<file path="src/rtl/ps2_pkg.sv">
`default_nettype none
// ============================================================================
// Module      : ps2_pkg
// Description : Shared definitions for the PS/2 scan controller: prefix and
//               invalid byte codes, decoder state encoding and the key event
//               record carried through the event FIFO.
// Revision    : 1.0 - initial release
// ============================================================================
package ps2_pkg;

    localparam logic [7:0] PS2_EXT  = 8'hE0;   // extended-key prefix
    localparam logic [7:0] PS2_BRK  = 8'hF0;   // key-release prefix
    localparam logic [7:0] PS2_ERR0 = 8'h00;   // keyboard error / overrun
    localparam logic [7:0] PS2_ERR1 = 8'hFF;   // keyboard error / overrun

    typedef enum logic [1:0] {
        ST_IDLE     = 2'd0,
        ST_PRE_E0   = 2'd1,
        ST_PRE_F0   = 2'd2,
        ST_PRE_E0F0 = 2'd3
    } ps2_state_t;

    typedef struct packed {
        logic [7:0] code;
        logic       brk;
        logic       ext;
    } key_event_t;

    localparam int KEY_EVENT_W = $bits(key_event_t);

    function automatic logic is_bad_byte(input logic [7:0] b);
        return (b == PS2_ERR0) || (b == PS2_ERR1);
    endfunction

endpackage
`default_nettype wire

</file>
<file path="src/rtl/ps2_event_fifo.sv">
`default_nettype none
// ============================================================================
// Module      : ps2_event_fifo
// Description : DEPTH-entry FIFO of key events. A push while full is accepted
//               only when a pop happens in the same cycle. Head entry is read
//               straight from the storage flops, so it holds steady until popped.
// Ports       : clk, reset (async, active-low)
//               i_push / i_push_ev : write strobe and event
//               i_pop              : remove head (ignored when empty)
//               o_full, o_empty    : occupancy flags
//               o_head             : event at the head of the queue
// Revision    : 1.0 - initial release
// ============================================================================
module ps2_event_fifo
    import ps2_pkg::*;
#(
    parameter int DEPTH = 4
) (
    input  logic                   clk,
    input  logic                   reset,
    input  logic                   i_push,
    input  logic [KEY_EVENT_W-1:0] i_push_ev,
    input  logic                   i_pop,
    output logic                   o_full,
    output logic                   o_empty,
    output logic [KEY_EVENT_W-1:0] o_head
);

    localparam int              c_ADDR_W     = (DEPTH > 1) ? $clog2(DEPTH) : 1;
    localparam logic [c_ADDR_W:0] c_FULL_COUNT = (c_ADDR_W + 1)'(DEPTH);

    logic [KEY_EVENT_W-1:0] r_mem [DEPTH];
    logic [c_ADDR_W-1:0]    r_wr_ptr;
    logic [c_ADDR_W-1:0]    r_rd_ptr;
    logic [c_ADDR_W:0]      r_count;
    logic                   w_pop;
    logic                   w_push;

    assign o_empty = (r_count == '0);
    assign o_full  = (r_count == c_FULL_COUNT);
    assign w_pop   = i_pop & ~o_empty;
    // When full, the slot being freed by the pop is the one the write lands in.
    assign w_push  = i_push & (~o_full | w_pop);
    assign o_head  = r_mem[r_rd_ptr];

    always_ff @(posedge clk or negedge reset) begin
        if (!reset) begin
            r_wr_ptr <= '0;
            r_rd_ptr <= '0;
            r_count  <= '0;
            for (int i = 0; i < DEPTH; i++) begin
                r_mem[i] <= '0;
            end
        end else begin
            if (w_push) begin
                r_mem[r_wr_ptr] <= i_push_ev;
                r_wr_ptr        <= r_wr_ptr + 1'b1;
            end
            if (w_pop) begin
                r_rd_ptr <= r_rd_ptr + 1'b1;
            end
            case ({w_push, w_pop})
                2'b10:   r_count <= r_count + 1'b1;
                2'b01:   r_count <= r_count - 1'b1;
                default: r_count <= r_count;
            endcase
        end
    end

endmodule
`default_nettype wire

</file>
<file path="src/rtl/ps2_scan_controller.sv">
`default_nettype none
// ============================================================================
// Module      : ps2_scan_controller
// Description : Brings PS/2 scan bytes into the system clock domain, folds the
//               E0 / F0 prefixes into single key events and queues them behind
//               a valid/ready interface. Flags invalid bytes, stalled prefixes
//               and prefix conflicts on err; flags dropped events on ovf.
// Options     : PS2_CTRL_REPEAT_FILTER_EN - suppress typematic repeats of the
//               key currently held down.
// Ports       : clk, reset (async, active-low)
//               byte_ready, byte_in : deserializer handoff (keyboard domain)
//               ev_valid, ev_ready  : event handshake
//               ev_code, ev_break, ev_ext : head event fields
//               err, ovf            : single-cycle status pulses
// Revision    : 1.0 - initial release
// ============================================================================
module ps2_scan_controller
    import ps2_pkg::*;
#(
    parameter int DEPTH          = 4,
    parameter int TIMEOUT_CYCLES = 2_000_000
) (
    input  logic       clk,
    input  logic       reset,
    input  logic       byte_ready,
    input  logic [7:0] byte_in,
    output logic       ev_valid,
    input  logic       ev_ready,
    output logic [7:0] ev_code,
    output logic       ev_break,
    output logic       ev_ext,
    output logic       err,
    output logic       ovf
);

    localparam int                 c_TMO_W    = $clog2(TIMEOUT_CYCLES);
    localparam logic [c_TMO_W-1:0] c_TMO_LAST = c_TMO_W'(TIMEOUT_CYCLES - 1);

    logic               r_sync1, r_sync2, r_sync3;
    logic               w_take;
    ps2_state_t         r_state, w_next;
    logic [c_TMO_W-1:0] r_tmo;
    logic               w_expire;
    logic               w_dec_push, w_dec_err, w_push;
    key_event_t         w_ev, w_head;
    logic               w_fifo_full, w_fifo_empty;

    // ------------------------------------------------------------------
    // Clock-domain crossing: two sync flops, the third keeps history so a
    // level held high produces a single take.
    // ------------------------------------------------------------------
    always_ff @(posedge clk or negedge reset) begin
        if (!reset) begin
            r_sync1 <= 1'b0;
            r_sync2 <= 1'b0;
            r_sync3 <= 1'b0;
        end else begin
            r_sync1 <= byte_ready;
            r_sync2 <= r_sync1;
            r_sync3 <= r_sync2;
        end
    end

    assign w_take   = r_sync2 & ~r_sync3;
    // A take in the expiry cycle wins, so expiry is gated by ~w_take below.
    assign w_expire = (r_state != ST_IDLE) && (r_tmo == c_TMO_LAST);

    // ------------------------------------------------------------------
    // Prefix decode. byte_in is only looked at in the take cycle.
    // ------------------------------------------------------------------
    always_comb begin
        w_next     = r_state;
        w_dec_push = 1'b0;
        w_dec_err  = 1'b0;
        w_ev.code  = byte_in;
        w_ev.brk   = 1'b0;
        w_ev.ext   = 1'b0;
        if (w_take) begin
            unique case (r_state)
                ST_IDLE: begin
                    if (byte_in == PS2_EXT)      w_next = ST_PRE_E0;
                    else if (byte_in == PS2_BRK) w_next = ST_PRE_F0;
                    else if (is_bad_byte(byte_in)) w_dec_err = 1'b1;
                    else                         w_dec_push = 1'b1;
                end
                ST_PRE_E0: begin
                    if (byte_in == PS2_BRK) begin
                        w_next = ST_PRE_E0F0;
                    end else if (byte_in == PS2_EXT) begin
                        w_next = ST_PRE_E0;
                    end else begin
                        w_next     = ST_IDLE;
                        w_dec_err  = is_bad_byte(byte_in);
                        w_dec_push = ~is_bad_byte(byte_in);
                        w_ev.ext   = 1'b1;
                    end
                end
                ST_PRE_F0, ST_PRE_E0F0: begin
                    w_next = ST_IDLE;
                    if ((byte_in == PS2_EXT) || (byte_in == PS2_BRK) || is_bad_byte(byte_in)) begin
                        w_dec_err = 1'b1;
                    end else begin
                        w_dec_push = 1'b1;
                        w_ev.brk   = 1'b1;
                        w_ev.ext   = (r_state == ST_PRE_E0F0);
                    end
                end
            endcase
        end else if (w_expire) begin
            w_next    = ST_IDLE;
            w_dec_err = 1'b1;
        end
    end

    always_ff @(posedge clk or negedge reset) begin
        if (!reset) begin
            r_state <= ST_IDLE;
            r_tmo   <= '0;
            err     <= 1'b0;
        end else begin
            r_state <= w_next;
            err     <= w_dec_err;
            if (w_take || w_expire || (r_state == ST_IDLE)) begin
                r_tmo <= '0;
            end else begin
                r_tmo <= r_tmo + 1'b1;
            end
        end
    end

`ifdef PS2_CTRL_REPEAT_FILTER_EN
    // Remember the last make so auto-repeat of a held key is not queued.
    logic [7:0] r_trk_code;
    logic       r_trk_ext;
    logic       r_trk_held;
    logic       w_trk_match;

    assign w_trk_match = (w_ev.code == r_trk_code) && (w_ev.ext == r_trk_ext);
    assign w_push      = w_dec_push & ~(~w_ev.brk & r_trk_held & w_trk_match);

    // Tracking follows the decoded stream, independent of FIFO room.
    always_ff @(posedge clk or negedge reset) begin
        if (!reset) begin
            r_trk_code <= 8'h00;
            r_trk_ext  <= 1'b0;
            r_trk_held <= 1'b0;
        end else if (w_dec_push) begin
            if (!w_ev.brk) begin
                r_trk_code <= w_ev.code;
                r_trk_ext  <= w_ev.ext;
                r_trk_held <= 1'b1;
            end else if (w_trk_match) begin
                r_trk_held <= 1'b0;
            end
        end
    end
`else
    assign w_push = w_dec_push;
`endif

    // ------------------------------------------------------------------
    // Event queue
    // ------------------------------------------------------------------
    ps2_event_fifo #(
        .DEPTH (DEPTH)
    ) u_fifo (
        .clk       (clk),
        .reset     (reset),
        .i_push    (w_push),
        .i_push_ev (w_ev),
        .i_pop     (ev_ready),
        .o_full    (w_fifo_full),
        .o_empty   (w_fifo_empty),
        .o_head    (w_head)
    );

    assign ev_valid = ~w_fifo_empty;
    assign ev_code  = w_head.code;
    assign ev_break = w_head.brk;
    assign ev_ext   = w_head.ext;

    // Dropped only when full and the consumer is not freeing a slot this cycle.
    always_ff @(posedge clk or negedge reset) begin
        if (!reset) begin
            ovf <= 1'b0;
        end else begin
            ovf <= w_push & w_fifo_full & ~(ev_ready & ~w_fifo_empty);
        end
    end

endmodule
`default_nettype wire
</file>
<file path="config.mk">
export PLATFORM = sky130hd
export DESIGN_NAME = ps2_scan_controller
export DESIGN_NICKNAME = d
export VERILOG_FILES = /design/src/rtl/ps2_pkg.sv /design/src/rtl/ps2_event_fifo.sv /design/src/rtl/ps2_scan_controller.sv
export SDC_FILE = /design/constraint.sdc
export NUM_CORES = 1
export LEC_CHECK = 0
export CAP_MARGIN = 15
export CORE_UTILIZATION = 50
export DETAILED_ROUTE_END_ITERATION = 10
export GPL_ROUTABILITY_DRIVEN = 0
export PLACE_DENSITY = 0.69
export SYNTH_ARGS = -nofsm -noshare
export SYNTH_HDL_FRONTEND = slang
export SYNTH_SLANG_ARGS = --single-unit
</file>
<file path="constraint.sdc">
create_clock -name clk -period 4.5 [get_ports clk]
set_input_delay 1.35 -clock clk [delete_from_list [all_inputs] [get_ports clk]]
set_output_delay 1.35 -clock clk [all_outputs]
set_load 0.005 [all_outputs]
</file>
==> results of run 1 <==
[power breakdown]
group	switching [W]	total (W)	internal, W
logic	0.000195	0.000631	0.000435
clock network	0.000254	0.000694	0.000440
registers	0.000150	0.00101	0.000855
total	0.000600	0.00233	0.00173
[sequential cells by signal, summed over array words and instances (netlist names)]
register	cells
r_state	2
err	1
u_fifo.r_rd_ptr	2
ovf	1
r_sync2	1
r_sync1	1
u_fifo.r_wr_ptr	2
u_fifo.r_count	3
u_fifo.r_mem	40
r_sync3	1
r_tmo	21
[layout make-up]
cell class	count	area (µm²)	area share, %
clock buffer	10	138	3.34
clock inverter	6	136	3.31
inverter	8	30.0	0.729
multi-input combinational	180	1580	38.4
sequential	75	1880	45.6
tap	96	120	2.92
timing repair buffer	24	238	5.77
[worst paths after layout]
| path | from | to | slack, ns | cells after the start |
|---|---|---|---|---|
| max in group asynchronous | reset | u_fifo.r_mem[39] | 2.79 | 1 |
| min in group asynchronous | reset | r_tmo[12] | 1.12 | 1 |
| worst min-delay path | r_sync1 | r_sync2 | 0.35 | 0 |
| worst max register to register | u_fifo.r_count[0] | u_fifo.r_count[2] | 1.89 | 8 |
| worst min register to register | r_sync1 | r_sync2 | 0.35 | 0 |
| worst max-delay path | byte_in[5] | u_fifo.r_count[2] | 0.87 | 10 |
[per-layer routing]
layer	routed length, µm	up-vias	global-route usage, %
met3	127	10	3.75
li1	-	1047	-
met2	3040	20	29.1
met4	123	0	8.18
met1	3270	1118	29.4
met5	0	-	0
[cell usage after synthesis, types with 2 or more instances]
library cell / count
and3_1: 8
nand3_2: 4
nor2b_1: 2
mux4_2: 10
or4b_1: 2
a21oi_1: 8
nor4_1: 5
xnor2_1: 11
dfrtp_1: 75
or3_1: 6
nand2_1: 8
nand4_1: 7
inv_1: 8
mux2_2: 41
nor3_1: 3
or4_1: 4
nand2b_1: 2
o31ai_1: 3
nor2_1: 16
o21ai_0: 4
ha_1: 6
clkbuf_1: 3
xor2_1: 7
or4_4: 2
nand3_1: 8
[cells by family after synthesis]
group,count (synthesis),synth area share [%]
buffers and inverters,14,1.85
flip-flops,75,53.3
adder cells (fa/ha/maj),7,2.70
multiplexers,52,19.8
AND/OR/NAND/NOR,83,14.1
XOR/XNOR,18,4.47
AO/OA/AOI/OAI,20,3.84
[worst register-to-register path, cell delays in order (launching register included)]
cell and delay (ns):
dfrtp_1 0.42, or4b_2 0.76, nand4_1 0.20, ha_1 0.22
inv_1 0.07, fa_1 0.43, xor2_1 0.15, nor2_1 0.11
xor2_1 0.17
[metrics by stage]
stage               hold WS, ns  instance area, µm²  util (%)  instances
finish                    0.350                4120      60.6        399
detailed placement        0.335                3850      56.6        383
floorplan                 0.331                3520         -        269
global route              0.358                4120      60.6        399
CTS                       0.353                4120      60.6        399
global placement          0.336                3850      56.6        383
==> impl_metrics.ini, run 1 <==
[final_layout]
final_cell_mix = dfrtp_1 (75), mux2_2 (41), clkdlybuf4s50_1 (23)
drive_above_1_share_pct = 26.1
diodes = 0
fin_nets = 317
syn_to_final_growth_pct = 16.9
final_common_cell = dfrtp_1
fillerInstances = 548

[sta]
tns_ns = 0
slew_headroom_pct = 39.4
worstMarginPinSlew_ns = 0.908
drv_slew = 0
setup_viol = 0
post-route-min-period_ns = 3.63
fmax_mhz = 275
hold_violations = 0
rsz0062_at_grt = false
skew_ns = 0.00891
setup_ws_ns = 0.866
fin_crit_sh_pct = 80.8

[clocking]
numCtsBuffers = 9
cts_root_buf = clkbuf_8
clkTransAtPathRegs_ns = 0.07
htree_levels = 3
cts_setup_buffers = 0
cts_tree = built
cts_hold_buf = 0
cts.path.max_buffers = 2
cts_resized = 0
insertion_delay_ns = 0.35
cts_sinks = 75

[critical_path]
worst-setup-path-type = in2reg
cp.arrival_ns = 3.90
crit_family = simple AND/OR/NAND/NOR gates
start_kind = primary input
worstPathRequired_ns = 4.77
slowest_stage = clkdlybuf4s50_1
critPathMaxStageDelay_ns = 0.59
path_max_fanout = 6
worstPathCellList = clkdlybuf4s50_1, and3_1, nand4_1, nand4_1, ha_1, inv_1, fa_1, xor2_1, nor2_1, xor2_1
end_kind = register
crit_buf_inv = 2

[yosys]
syn_nets = 288
yosysTopAreaCell = dfrtp_1
synth_edf_count = 0
syn_area_um2 = 3520
synth_top_area_share_pct = 53.3
async_reset_ff_share_pct = 100
synth.avg_cell_area_um2 = 13.1
yosysWarnings = 0
synth_cell_type_count = 41
yosysSeqAreaShare_pct = 53.3
synth_ff_type = dfrtp_1
syn_inst = 269
ys_ff_latch = 75
synthTopCellsByArea = dfrtp_1 (53%), mux2_2 (13%), mux4_2 (6.4%), xnor2_1 (2.7%), ha_1 (2.1%)

[die]
chipWidth_um = 85.9
io_pins = 25
core_area_um2 = 6790
start_util_pct = 51.9
die-area_um2 = 7390
die_y_um = 85.9
std_cell_rows = 30

[route]
drt_iter0_markers = 112
drt.antenna.violating_nets = 0
drt_pass1_iterations = 4
wl_um = 6560
vias = 2195
drc_errors = 0
detail_route.wl_per_cell_um = 16.4
vias_per_cell = 5.50

[worst_hold_path]
hp-class = reg2reg

[pwr]
p_per_area_nw_per_um2 = 566
p_leak_nw = 1.73
vdd_ir_drop_max_mv = 0.338
finalPower_w = 0.00233

[status]
outcome = complete, no violations

[job]
drv_cap = 0

[place]
dp_hpwl_um = 4260
dp_slack_ns = 0.495
portBuffers = 24

[global_routing]
grt_pass1_wl_um = 11200
grt_max_degree = 76
antenna_found_initial = 0
overflow = 0
grt_usage_pct = 20.0
grt_pass1_vias = 2247
No activity file was read; power rests on OpenSTA's default activity.
==> run 2, diff against run 1 <==
PLACE_DENSITY = 0.71   (was 0.69)
clock period = 3.1 ns   (was 4.5 ns; I/O delays follow)
==> run 2 against run 1 <==
Global-route usage increased by 0.46 points. Largest power group unchanged. Clock power increased by 21%. Via count increased by 3.4%. Clock skew about the same. Die area unchanged. Register-to-register slack got worse by 1.2 ns. Setup slack got worse by 0.74 ns. Final cell count increased by 4.0%. Power increased by 40%. Wire length increased by 1.3%. Highest routed layer unchanged.
==> impl_metrics.ini, run 2 (synthesized netlist as in run 1, its figures left out) <==
[sta]
skew_ns = 0.00940
drv_slew = 0
fin_crit_sh_pct = 95.9
fmax_mhz = 336
tns_ns = 0
post-route-min-period_ns = 2.97
hold_violations = 0
worstMarginPinSlew_ns = 0.932
hold_ws_ns = 0.359
slew_headroom_pct = 37.9
setup_viol = 0
rsz0062_at_grt = false

[final_layout]
largestRegisters = u_fifo.r_mem x40, r_tmo x21, u_fifo.r_count x3
fin_nets = 333
final_common_cell = dfrtp_1
postLayoutCellArea_um2 = 4220
diodes = 0
largest_register = u_fifo.r_mem
drive_above_1_share_pct = 30.4
largest_reg_flops = 40
final_cell_mix = dfrtp_1 (74), mux2_2 (41), clkdlybuf4s50_1 (23)
syn_to_final_growth_pct = 19.8

[global_routing]
grt_max_degree = 76
grt_pass1_wl_um = 11400
overflow = 0
grt_usage_pct = 20.4
antenna_found_initial = 0
grt_pass1_vias = 2250

[place]
portBuffers = 24
dpl-instance-area_um2 = 3990
dp_hpwl_um = 4600

[die]
std_cell_rows = 30
chipWidth_um = 85.9
core_area_um2 = 6790
io_pins = 25
die-area_um2 = 7390
die_y_um = 85.9
start_util_pct = 51.9

[pwr]
p_per_area_nw_per_um2 = 776
vdd_ir_drop_max_mv = 0.482
p_leak_nw = 1.79

[critical_path]
path_depth = 9
r2r_start = u_fifo.r_count[0]
worst-setup-path-type = in2reg
path_common_cell = xor2_1
cp.arrival_ns = 3.24
start_kind = primary input
path_max_fanout = 2
slowest_stage = or4b_2
worstPathCellList = clkdlybuf4s50_1, or4b_2, nand4_1, ha_2, inv_1, fa_1, xor2_1, nor2_1, xor2_1
r2r_cells = 8
crit_family = simple AND/OR/NAND/NOR gates
end_kind = register
r2r_slack_ns = 0.66
startpoint = ev_ready
critPathMaxStageDelay_ns = 0.65
worstPathRequired_ns = 3.37
worstReg2RegEnd = u_fifo.r_count[2]
crit_end = u_fifo.r_count[2]
crit_buf_inv = 2

[clocking]
cts_root_buf = clkbuf_8
numCtsBuffers = 9
cts_tree = built
clkTransAtPathRegs_ns = 0.08
cts.path.max_buffers = 2
cts_hold_buf = 0
htree_levels = 3
cts_sinks = 75
insertion_delay_ns = 0.35

[route]
vias_per_cell = 5.47
drc_errors = 0
vias = 2270
drt_iter0_markers = 88
drt.antenna.violating_nets = 0
wl_um = 6650
detail_route.wl_per_cell_um = 16.0
drt_pass1_iterations = 4

[job]
drv_cap = 0

[status]
outcome = complete, no violations

[worst_hold_path]
hp-class = reg2reg
[run 2: through the flow]
step           setup WS, ns  utilization [%]  instances  power (W)
2_1_floorplan         0.199                -        269    0.00201
3_3_place_gp         -0.187             58.7        399    0.00242
3_5_place_dp         -0.228             58.7        399    0.00247
4_1_cts              0.0564             62.1        415    0.00331
5_1_grt            0.000985             62.1        415    0.00346
6_report              0.127             62.1        415    0.00327
[run 2: report_power, final]
group,internal (W),total (W),switching [W]
sequential,0.00124,0.00143,0.000189
clock,0.000475,0.000839,0.000364
combinational,0.000682,0.00100,0.000320
total,0.00240,0.00327,0.000873
[run 2: layer usage]
layer | share of wire [%] | track usage [%] | routed length, µm | up-vias
met5 | 0 | 0 | 0 | -
met4 | 1.4 | 8.64 | 93 | 0
met3 | 2.3 | 3.75 | 151 | 9
met2 | 48 | 32.1 | 3220 | 36
met1 | 48 | 28.1 | 3180 | 1142
li1 | - | - | - | 1083
[run 2: layout make-up]
| cell class | instances | area [µm²] |
|---|---|---|
| flip-flops and latches | 75 | 1880 |
| clock buffers | 10 | 138 |
| inverters | 8 | 30.0 |
| repair buffers | 40 | 383 |
| clock inverters | 6 | 88.8 |
| fillers | 520 | 2570 |
| multi-input cells | 180 | 1580 |
| well taps | 96 | 120 |
[run 2: how the worst min path moves through the flow]
stage | from | end | slack (ns) | cells after the start
3_3_place_gp | r_sync1 | r_sync2 | 0.33 | 0
2_1_floorplan | r_sync1 | r_sync2 | 0.33 | 0
3_5_place_dp | r_sync1 | r_sync2 | 0.34 | 0
4_1_cts | r_sync1 | r_sync2 | 0.35 | 0
6_report | r_sync1 | r_sync2 | 0.36 | 0
5_1_grt | r_sync1 | r_sync2 | 0.38 | 0
[run 2: timing repair]
action	4_1_cts	5_1_grt
buffers inserted	0	0
gates resized for setup	0	2
setup endpoints to repair	0	2
hold endpoints to repair	0	0
==> run 3, diff against run 2 <==
clock period = 2.7 ns   (was 3.1 ns; I/O delays follow)
==> run 3 against run 2 <==
Non-clock buffer count rose by 13. Flip-flop and latch count did not move. Critical path type is now reg2out. Count of clock-buffer cells in the layout rose by 3. Wire length rose by 5.2%. Cell area rose by 4.1%. Clock skew fell by 0.0036 ns. Via count rose by 3.3%. Final cell count rose by 3.1%. Setup slack got worse by 0.11 ns. Largest power group unchanged. Sequential power rose by 11%.
==> impl_metrics.ini, run 3 (synthesized netlist as in run 1, its figures left out) <==
[status]
outcome = complete, no violations

[sta]
post-route-min-period_ns = 2.68
skew_ns = 0.00578
fin_crit_sh_pct = 99.3
drv_slew = 0
tns_ns = 0
setup_viol = 0
worstMarginPinSlew_ns = 0.548
slew_headroom_pct = 63.3
fmax_mhz = 373
hold_violations = 0
rsz0062_at_grt = true

[final_layout]
final_common_cell = dfrtp_1
stdcell_count = 428
fin_nets = 346
largest_register = u_fifo.r_mem
final_cell_mix = dfrtp_1 (75), mux2_2 (41), buf_4 (24)
largestRegisters = u_fifo.r_mem x40, r_tmo x21, u_fifo.r_count x3
syn_to_final_growth_pct = 24.7
drive_above_1_share_pct = 34.6
diodes = 0
fillerInstances = 524
largest_reg_flops = 40

[route]
vias_per_cell = 5.48
drc_errors = 0
vias = 2346
wl_um = 6990
detail_route.wl_per_cell_um = 16.3
drt.antenna.violating_nets = 0
drt_iter0_markers = 96
drt_pass1_iterations = 4

[die]
chipWidth_um = 85.9
die_y_um = 85.9
io_pins = 25
start_util_pct = 51.9
std_cell_rows = 30
die-area_um2 = 7390
core_area_um2 = 6790

[clocking]
cts_sinks = 75
insertion_delay_ns = 0.34
cts.path.max_buffers = 2
numCtsBuffers = 9
clkTransAtPathRegs_ns = 0.07
htree_levels = 3
cts_root_buf = clkbuf_8
cts_tree = built

[global_routing]
overflow = 0
grt_pass1_wl_um = 12000
grt_usage_pct = 21.7
antenna_found_initial = 0
grt_max_degree = 42
grt_pass1_vias = 2391

[critical_path]
r2r_cells = 8
start_kind = register
path_max_fanout = 7
cp.arrival_ns = 1.87
startpoint = u_fifo.r_rd_ptr[0]
worstPathRequired_ns = 1.89
worstReg2RegEnd = u_fifo.r_count[2]
end_kind = primary output
r2r_slack_ns = 0.34
r2r_start = u_fifo.r_count[0]
worst-setup-path-type = reg2out
crit_end = ev_code[1]

[pwr]
p_leak_nw = 1.94
p_per_area_nw_per_um2 = 847
vdd_ir_drop_max_mv = 0.655

[place]
portBuffers = 24
placed_cells = 410
dp_hpwl_um = 4910

[worst_hold_path]
holdPathStages = 0
hp-class = reg2reg

[job]
drv_cap = 0
run 3: changes by cell type in the layout (fill, tap and decap cells not counted), sizes merged:
cell / previous run / this run
clkdlybuf4s50: 23 / 13
buf: 17 / 30
bufinv: 2 / 0
clkbuf: 10 / 13
dlymetal6s2s: 0 / 8
clkinv: 2 / 1
dlygate4sd2: 0 / 2
run 3: worst max-delay path, cell delays in order (launching register included):
cell             delay [ns]
dfrtp_1                0.38
buf_6                  0.17
mux4_2                 0.51
clkdlybuf4s50_1        0.46
run 3: cell type report:
type                    instances  area [µm²]  area share, %
well taps                      96         120           2.73
inverters                       8        30.0          0.684
clock inverters                 3        20.0          0.456
multi-input cells             180        1630           37.1
clock buffers                  13         179           4.07
repair buffers                 53         539           12.3
flip-flops and latches         75        1880           42.7
run 3: power breakdown:
group | switching, W | internal, W | total, W
combinational | 0.000470 | 0.000835 | 0.00130
sequential | 0.000160 | 0.00143 | 0.00159
clock | 0.000396 | 0.000433 | 0.000829
total | 0.00103 | 0.00270 | 0.00372
run 3: worst min-delay path by stage:
stage,start,slack (ns),to
final,r_sync1,0.36,r_sync2
after global routing,r_sync1,0.38,r_sync2
after CTS,r_sync1,0.36,r_sync2
after detailed placement,r_sync1,0.35,r_sync2
after global placement,r_sync1,0.34,r_sync2
after floorplan,r_sync1,0.33,r_sync2
run 3: metrics by stage:
step / setup slack (ns) / total power, W / instance area [µm²] / util (%) / hold WS (ns)
2_1_floorplan: 0.0246 / 0.00231 / 3530 / - / 0.331
3_3_place_gp: -0.331 / 0.00285 / 4120 / 60.6 / 0.337
3_5_place_dp: -0.442 / 0.00290 / 4120 / 60.6 / 0.346
4_1_cts: -0.0199 / 0.00375 / 4330 / 63.8 / 0.363
5_1_grt: -0.0460 / 0.00394 / 4390 / 64.7 / 0.376
6_report: 0.0202 / 0.00372 / 4390 / 64.7 / 0.361
run 3: what timing repair did:
action                                  4_1_cts  5_1_grt
buffers inserted                              1        1
hold buffers                                  0        0
pin swaps                                     7        4
endpoints found under the setup margin        8       10
gates resized for setup                       5       13
run 3: layer usage:
metal | track usage [%] | share of wire [%] | vias to the layer above
met5 | 0 | 0 | -
met4 | 9.24 | 2.1 | 0
met3 | 3.66 | 3.0 | 13
met2 | 33.3 | 48 | 33
met1 | 30.9 | 47 | 1192
li1 | - | - | 1108
